## src/rtl/alu_sequencer.sv

```systemverilog
`default_nettype none
// ============================================================================
//  Module      : alu_sequencer
//  Description : Run controller for an N-bit ALU datapath. Sweeps every
//                operand A/B address pair, captures each result and carry,
//                and keeps an XOR checksum and a result count. Supports a
//                single-step mode for walking the sweep by hand.
//  Revision    : 1.0 - initial release
// ============================================================================
module alu_sequencer #(
   parameter int N      = 32,
   parameter int ADDR_W = 3
) (
   input  logic                clk_i,
   input  logic                rst_i,
   input  logic                start_i,
   input  logic                abort_i,
   input  logic                step_mode_i,
   input  logic                step_i,
   input  logic [3:0]          operacion_i,
   input  logic                c_i,
   input  logic                invert_i,
   input  logic [N-1:0]        alu_resultado_i,
   input  logic                alu_c_i,
   output logic [ADDR_W-1:0]   addra_o,
   output logic [ADDR_W-1:0]   addrb_o,
   output logic [3:0]          alu_operacion_o,
   output logic                alu_c_o,
   output logic                alu_invert_o,
   output logic [N-1:0]        resultado_o,
   output logic                carry_o,
   output logic                valid_o,
   output logic [N-1:0]        checksum_o,
   output logic [2*ADDR_W:0]   count_o,
   output logic                busy_o,
   output logic                done_o
);

   localparam int CNT_W = 2*ADDR_W + 1;

   typedef enum logic [2:0] {
      S_IDLE    = 3'd0,
      S_ISSUE   = 3'd1,
      S_CAPTURE = 3'd2,
      S_PAUSE   = 3'd3,
      S_DONE    = 3'd4
   } state_t;

   state_t              state_q, state_d;
   logic [ADDR_W-1:0]   addra_q, addra_d;
   logic [ADDR_W-1:0]   addrb_q, addrb_d;
   logic [3:0]          op_q, op_d;
   logic                cin_q, cin_d;
   logic                inv_q, inv_d;
   logic                step_mode_q, step_mode_d;
   logic [N-1:0]        res_q, res_d;
   logic                carry_q, carry_d;
   logic                valid_q, valid_d;
   logic [N-1:0]        checksum_q, checksum_d;
   logic [CNT_W-1:0]    count_q, count_d;

   // Last pair of the sweep: both addresses at their maximum value.
   logic                last_pair;
   assign last_pair = (&addra_q) & (&addrb_q);

   // State register and all datapath registers; reset clears every output.
   always_ff @(posedge clk_i) begin
      if (rst_i) begin
         state_q     <= S_IDLE;
         addra_q     <= '0;
         addrb_q     <= '0;
         op_q        <= '0;
         cin_q       <= 1'b0;
         inv_q       <= 1'b0;
         step_mode_q <= 1'b0;
         res_q       <= '0;
         carry_q     <= 1'b0;
         valid_q     <= 1'b0;
         checksum_q  <= '0;
         count_q     <= '0;
      end else begin
         state_q     <= state_d;
         addra_q     <= addra_d;
         addrb_q     <= addrb_d;
         op_q        <= op_d;
         cin_q       <= cin_d;
         inv_q       <= inv_d;
         step_mode_q <= step_mode_d;
         res_q       <= res_d;
         carry_q     <= carry_d;
         valid_q     <= valid_d;
         checksum_q  <= checksum_d;
         count_q     <= count_d;
      end
   end

   // Next-state and datapath update; everything holds unless a state acts.
   always_comb begin
      state_d     = state_q;
      addra_d     = addra_q;
      addrb_d     = addrb_q;
      op_d        = op_q;
      cin_d       = cin_q;
      inv_d       = inv_q;
      step_mode_d = step_mode_q;
      res_d       = res_q;
      carry_d     = carry_q;
      valid_d     = 1'b0;
      checksum_d  = checksum_q;
      count_d     = count_q;

      case (state_q)
         S_IDLE: begin
            // abort_i wins over start_i, so both together leave us idle.
            if (start_i && !abort_i) begin
               op_d        = operacion_i;
               cin_d       = c_i;
               inv_d       = invert_i;
               step_mode_d = step_mode_i;
               addra_d     = '0;
               addrb_d     = '0;
               checksum_d  = '0;
               count_d     = '0;
               state_d     = S_ISSUE;
            end
         end

         S_ISSUE: begin
            // One settle cycle for the operand memories and the ALU.
            state_d = abort_i ? S_IDLE : S_CAPTURE;
         end

         S_CAPTURE: begin
            if (abort_i) begin
               state_d = S_IDLE;
            end else begin
               res_d      = alu_resultado_i;
               carry_d    = alu_c_i;
               valid_d    = 1'b1;
               checksum_d = checksum_q ^ alu_resultado_i;
               count_d    = count_q + CNT_W'(1);
               if (last_pair) begin
                  state_d = S_DONE;
               end else begin
                  addrb_d = addrb_q + ADDR_W'(1);
                  if (&addrb_q) begin
                     addra_d = addra_q + ADDR_W'(1);
                  end
                  state_d = step_mode_q ? S_PAUSE : S_ISSUE;
               end
            end
         end

         S_PAUSE: begin
            if (abort_i) begin
               state_d = S_IDLE;
            end else if (step_i) begin
               state_d = S_ISSUE;
            end
         end

         S_DONE: begin
            state_d = S_IDLE;
         end

         default: begin
            state_d = S_IDLE;
         end
      endcase
   end

   assign addra_o         = addra_q;
   assign addrb_o         = addrb_q;
   assign alu_operacion_o = op_q;
   assign alu_c_o         = cin_q;
   assign alu_invert_o    = inv_q;
   assign resultado_o     = res_q;
   assign carry_o         = carry_q;
   assign valid_o         = valid_q;
   assign checksum_o      = checksum_q;
   assign count_o         = count_q;
   assign busy_o          = (state_q != S_IDLE);
   assign done_o          = (state_q == S_DONE);

endmodule
`default_nettype wire

```

## config.mk

```make
export PLATFORM = sky130hd
export DESIGN_NAME = alu_sequencer
export DESIGN_NICKNAME = d
export VERILOG_FILES = /design/src/rtl/alu_sequencer.sv
export SDC_FILE = /design/constraint.sdc
export NUM_CORES = 1
export LEC_CHECK = 0
export ABC_CLOCK_PERIOD_IN_PS = 4200
export BUFFER_PORTS_ARGS = -buffer_cell sky130_fd_sc_hd__buf_2
export CAP_MARGIN = 20
export CORE_MARGIN = 8
export CORE_UTILIZATION = 52
export DETAILED_ROUTE_END_ITERATION = 10
export PLACE_DENSITY_LB_ADDON = 0.3
export SYNTH_ARGS = -nofsm -noshare
export SYNTH_HDL_FRONTEND = slang
export SYNTH_SLANG_ARGS = --single-unit
```

## constraint.sdc

```tcl
create_clock -name clk_i -period 4.2 [get_ports clk_i]
set_input_delay 0.84 -clock clk_i [delete_from_list [all_inputs] [get_ports clk_i]]
set_output_delay 0.84 -clock clk_i [all_outputs]
set_load 0.02 [all_outputs]
```

==> results.cfg, run 1 <==
[cts]
cts_resized = 0
clk_pin_slew_worst_paths_ns = 0.08
cts_max_level = 3
clockBufferDepth = 2
cts-root-buf = clkbuf_8
cts_hold_buf = 0
numCtsBuffers = 9
post_cts_buffers = 0
cts_tree = built
cts_sinks = 89
clock_latency_ns = 0.34

[sta]
finalSetupViolCount = 0
final_max_slew_viol_count = 0
relSlewSlack = 0.354
finalHoldViolations = 0
fin_setup_tns_ns = 0
skew_ns = 0.00798
period_share = 0.584
period_needed_ns = 2.45
fin_ws_ns = 1.75
rsz0062_at_grt = false
max_freq_mhz = 408
worst_slew_pin_slew_ns = 0.968

[synth]
synth_nets = 490
yosys_register_bits = 89
syn_area_per_cell_um2 = 8.02
yosys_warnings = 0
ys_seq_area_frac = 0.505
syn_inst = 440
syn_area_um2 = 3530
yosysUniqueCellTypes = 38

[worst_setup_path]
crit_type = input port to register
worst_setup_path_start_kind = input port
path_max_fanout = 54
required_ns = 4.47
cp-end-kind = register
arrival_ns = 2.72
crit_chain = buf_2, or4b_1, nor2_8, nand4_1, o21ai_0
crit_slowest_cell = or4b_1
critical-path-top-delay-family = simple AND/OR/NAND/NOR gates
crit_buf_inv = 1
cpPeakStageDelay_ns = 0.71

[floorplanning]
die_w_um = 98.4
start_util = 0.528
rows = 30
die_h_um = 98.4
core_um2 = 6680
io-pin-count = 132
die-area_um2 = 9680

[drt]
drc = 0
drtIter0Drc = 189
wl_per_cell_um = 14.8
viasPerCell = 5.31
via_count = 3395
wl_um = 9470
dr.pass1.iters = 5
ant_nets = 0

[flow_run]
cap_violations = 0

[power_and_ir_drop]
ir_drop_mv = 0.233
p_leak_nw = 2.02
powerDensity_nw_per_um2 = 373

[placement]
port_buffers = 131
gp_congestion = 0.842
dp_hpwl_um = 6720
dp_slack_ns = 1.40

[run_status]
outcome = finished clean

[global_route]
grt_pass1_wl_um = 16200
grt_pass1_vias = 3466
gr-total-overflow = 0
grt_max_degree = 55
track_usage = 0.201
antenna_found_initial = 0

[cells_and_area]
area_growth_pct = 24.3
nets = 606
diodes = 0
drive_above_1_share = 0.274

[min_path]
hold_class = register to register
-- kinds of logic (layout without fill, tap and decap cells) --
kind of cell,after synthesis,count (layout),share of synthesized area
and+or+nand+nor,185,185,0.225
AOI/OAI and AO/OA,123,123,0.183
DFF,89,89,0.505
buffers and inverters,29,148,0.0432
muxes,9,9,0.0255
adders and majority gates,5,5,0.0177
-- worst paths after layout --
kind                       from             to  slack [ns]  cells after the start
setup / recovery          rst_i     count_o[6]        1.75                      5
hold / removal    checksum_o[7]  checksum_o[7]        0.45                      1
setup reg to reg     state_q[1]     count_o[3]        2.08                      4
hold reg to reg   checksum_o[7]  checksum_o[7]        0.45                      1
-- report_power, final --
part / internal, mW / switching [mW]
registers: 0.851 / 0.00661
clock network: 0.406 / 0.278
logic: 0.0341 / 0.0615
total: 1.29 / 0.346
-- cell usage after synthesis (all sizes together) --
cell type / count / share of area
a211o: 1 / 0.0025
a211oi: 1 / 0.0021
a21oi: 39 / 0.056
a22oi: 4 / 0.0085
a31oi: 2 / 0.0035
a41oi: 1 / 0.0025
and2: 1 / 0.0018
and3: 3 / 0.0053
buf: 18 / 0.032
clkbuf: 10 / 0.011
dfxtp: 89 / 0.50
ha: 5 / 0.018
inv: 1 / 0.0011
mux2i: 9 / 0.026
nand2: 104 / 0.11
nand2b: 1 / 0.0018
nand3b: 2 / 0.0043
nand4: 2 / 0.0035
nand4b: 1 / 0.0025
nor2: 56 / 0.066
nor2b: 4 / 0.0078
nor3: 3 / 0.0043
o211ai: 2 / 0.0043
o21ai: 73 / 0.10
or2: 2 / 0.0035
or3: 2 / 0.0035
or3b: 1 / 0.0025
or4: 1 / 0.0021
or4b: 2 / 0.0057
-- area by class of cell --
| cell class | instances | area, um2 |
|---|---|---|
| multi-input combinational | 322 | 1600 |
| fill | 601 | 2290 |
| clock inverter | 3 | 90.1 |
| tap | 80 | 100 |
| clock buffer | 11 | 141 |
| timing repair buffer | 133 | 671 |
| sequential | 89 | 1780 |
| inverter | 1 | 3.75 |
-- state kept, by name, summed over array words and instances (netlist names), 3 cells and up --
signal           flops
checksum_o          32
alu_operacion_o      4
resultado_o         32
count_o              7
addrb_o              3
addra_o              3
state_q              3
-- layer usage --
| metal | routed length, um | track usage |
|---|---|---|
| met1 | 4080 | 0.230 |
| met3 | 651 | 0.0526 |
| met2 | 4630 | 0.347 |
| met5 | 0 | 0 |
| met4 | 107 | 0.0791 |
-- through the flow --
stage	utilization	power (mW)	instance area, um2	hold slack [ns]	instances
3_5_place_dp	0.622	0.972	4160	0.438	625
5_1_grt	0.657	1.70	4390	0.467	639
4_1_cts	0.657	1.65	4390	0.454	639
6_report	0.657	1.64	4390	0.449	639
2_1_floorplan	-	0.927	3530	0.462	440
3_3_place_gp	0.622	0.969	4160	0.432	625
-- cell usage in the layout (no fill, tap or decap), types with 3 or more instances in the layout --
cell type,n
dfxtp_1,89
clkbuf_8,10
nand2_1,104
nor2_1,54
nor3_1,3
o21ai_1,29
mux2i_1,9
nor2b_1,3
buf_2,131
a21oi_1,37
ha_1,5
o21ai_0,44
bufinv_16,3
a22oi_1,4
and3_1,3
Note: power is estimated with default switching activity, not from simulation.
==> run 2: changes to the inputs <==
--- a/config.mk
+++ b/config.mk
@@ -5,11 +5,11 @@
 export SDC_FILE = /design/constraint.sdc
 export NUM_CORES = 1
 export LEC_CHECK = 0
-export ABC_CLOCK_PERIOD_IN_PS = 4200
+export ABC_CLOCK_PERIOD_IN_PS = 2190
 export BUFFER_PORTS_ARGS = -buffer_cell sky130_fd_sc_hd__buf_2
 export CAP_MARGIN = 20
 export CORE_MARGIN = 8
-export CORE_UTILIZATION = 52
+export CORE_UTILIZATION = 44
 export DETAILED_ROUTE_END_ITERATION = 10
 export PLACE_DENSITY_LB_ADDON = 0.3
 export SYNTH_ARGS = -nofsm -noshare
==> constraint.sdc (replaced) <==
create_clock -name clk_i -period 2.19 [get_ports clk_i]
set_input_delay 0.438 -clock clk_i [delete_from_list [all_inputs] [get_ports clk_i]]
set_output_delay 0.438 -clock clk_i [all_outputs]
set_load 0.02 [all_outputs]
==> results.cfg, run 2 (synthesis results as in run 1) <==
[sta]
fin_setup_tns_ns = 0
skew_ns = 0.00790
finalHoldViolations = 0
period_needed_ns = 1.84
finalSetupViolCount = 0
relSlewSlack = 0.634
period_share = 0.839
final_max_slew_viol_count = 0
fin_ws_ns = 0.354
max_freq_mhz = 545
rsz0062_at_grt = false
finalHoldWorstSlack_ns = 0.322
worst_slew_pin_slew_ns = 0.549

[drt]
drc = 0
drtIter0Drc = 203
viasPerCell = 5.02
via_count = 3356
dr.pass1.iters = 4
ant_nets = 0
wl_per_cell_um = 13.9
wl_um = 9260

[floorplanning]
die-area_um2 = 11100
io-pin-count = 132
start_util = 0.454
die_h_um = 106
rows = 32
die_w_um = 106
core_um2 = 7770

[cts]
clockBufferDepth = 2
cts_sinks = 89
clk_pin_slew_worst_paths_ns = 0.09
cts_resized = 0
numCtsBuffers = 9
clock_latency_ns = 0.34
cts_hold_buf = 0
cts_tree = built
cts-root-buf = clkbuf_8
post_cts_buffers = 0
cts_max_level = 3

[power_and_ir_drop]
powerDensity_nw_per_um2 = 663
total_power_mw = 2.95
ir_drop_mv = 0.358
p_leak_nw = 2.03

[worst_setup_path]
critical-path-top-delay-family = simple AND/OR/NAND/NOR gates
arrival_ns = 2.11
crit_chain = or4b_1, buf_4, a31oi_1, o21ai_0, o21ai_0
crit_type = register to register
cp-end-kind = register
cpPeakStageDelay_ns = 0.60
crit_slowest_cell = or4b_1
crit_buf_inv = 1
worst_setup_path_start_kind = register
cp_common_cell = o21ai_0
required_ns = 2.46
path_max_fanout = 35

[flow_run]
cap_violations = 0

[run_status]
outcome = finished clean

[cells_and_area]
area_growth_pct = 25.8
drive_above_1_share = 0.283
fill_cells = 724
final_common_cell = buf_2
mostFrequentLayoutCells = buf_2 (131), nand2_1 (104), dfxtp_1 (89)
diodes = 0
nets = 611

[placement]
gp_congestion = 0.805
dp_slack_ns = 0.300
port_buffers = 131
dp_hpwl_um = 6650

[global_route]
gr-total-overflow = 0
grt_pass1_vias = 3157
grt_max_degree = 53
grt_pass1_wl_um = 15100
antenna_found_initial = 0
track_usage = 0.163

[min_path]
hold_class = input port to register
[run 2: routing by layer]
metal,global-route usage,wire length (um),share of wire,up-vias
met5,0,0,0,-
met4,0.0472,115,0.012,0
met3,0.0664,772,0.083,8
met2,0.282,4380,0.47,105
met1,0.181,3990,0.43,1520
li1,-,-,-,1723
[run 2: worst reg2reg max path: cells and delay by family, from the launching register on]
kind	cells	cell delay, ns
flops	1	0.50
simple gates	1	0.60
compound gates	3	0.34
buf+inv	1	0.32
[run 2: stage by stage]
step           std cells   util  cell area [um2]
6_report             668  0.572             4440
5_1_grt              668  0.572             4440
4_1_cts              668  0.572             4440
3_5_place_dp         652  0.547             4250
3_3_place_gp         652  0.547             4250
2_1_floorplan        440      -             3530
[run 2: layout make-up]
type / instances / area, um2 / share of cell area
Clock buffer: 11 / 141 / 0.0318
Clock inverter: 5 / 55.1 / 0.0124
Inverter: 1 / 3.75 / 0.000845
Multi-Input combinational cell: 322 / 1600 / 0.360
Sequential cell: 89 / 1780 / 0.401
Tap cell: 102 / 128 / 0.0287
Timing Repair Buffer: 138 / 733 / 0.165
[run 2: power breakdown]
group	leakage (nW)	internal, mW	switching, mW
clock network	0.0953	0.556	0.561
logic	1.22	0.0678	0.117
registers	0.718	1.63	0.0122
total	2.03	2.26	0.690
[run 2: final timing paths]
check,depth (start not counted),slack (ns),to,start
setup / recovery,5,0.35,count_o[6],state_q[1]
hold / removal,3,0.32,alu_invert_o,invert_i
setup reg to reg,5,0.35,count_o[6],state_q[1]
hold reg to reg,1,0.45,checksum_o[28],checksum_o[28]
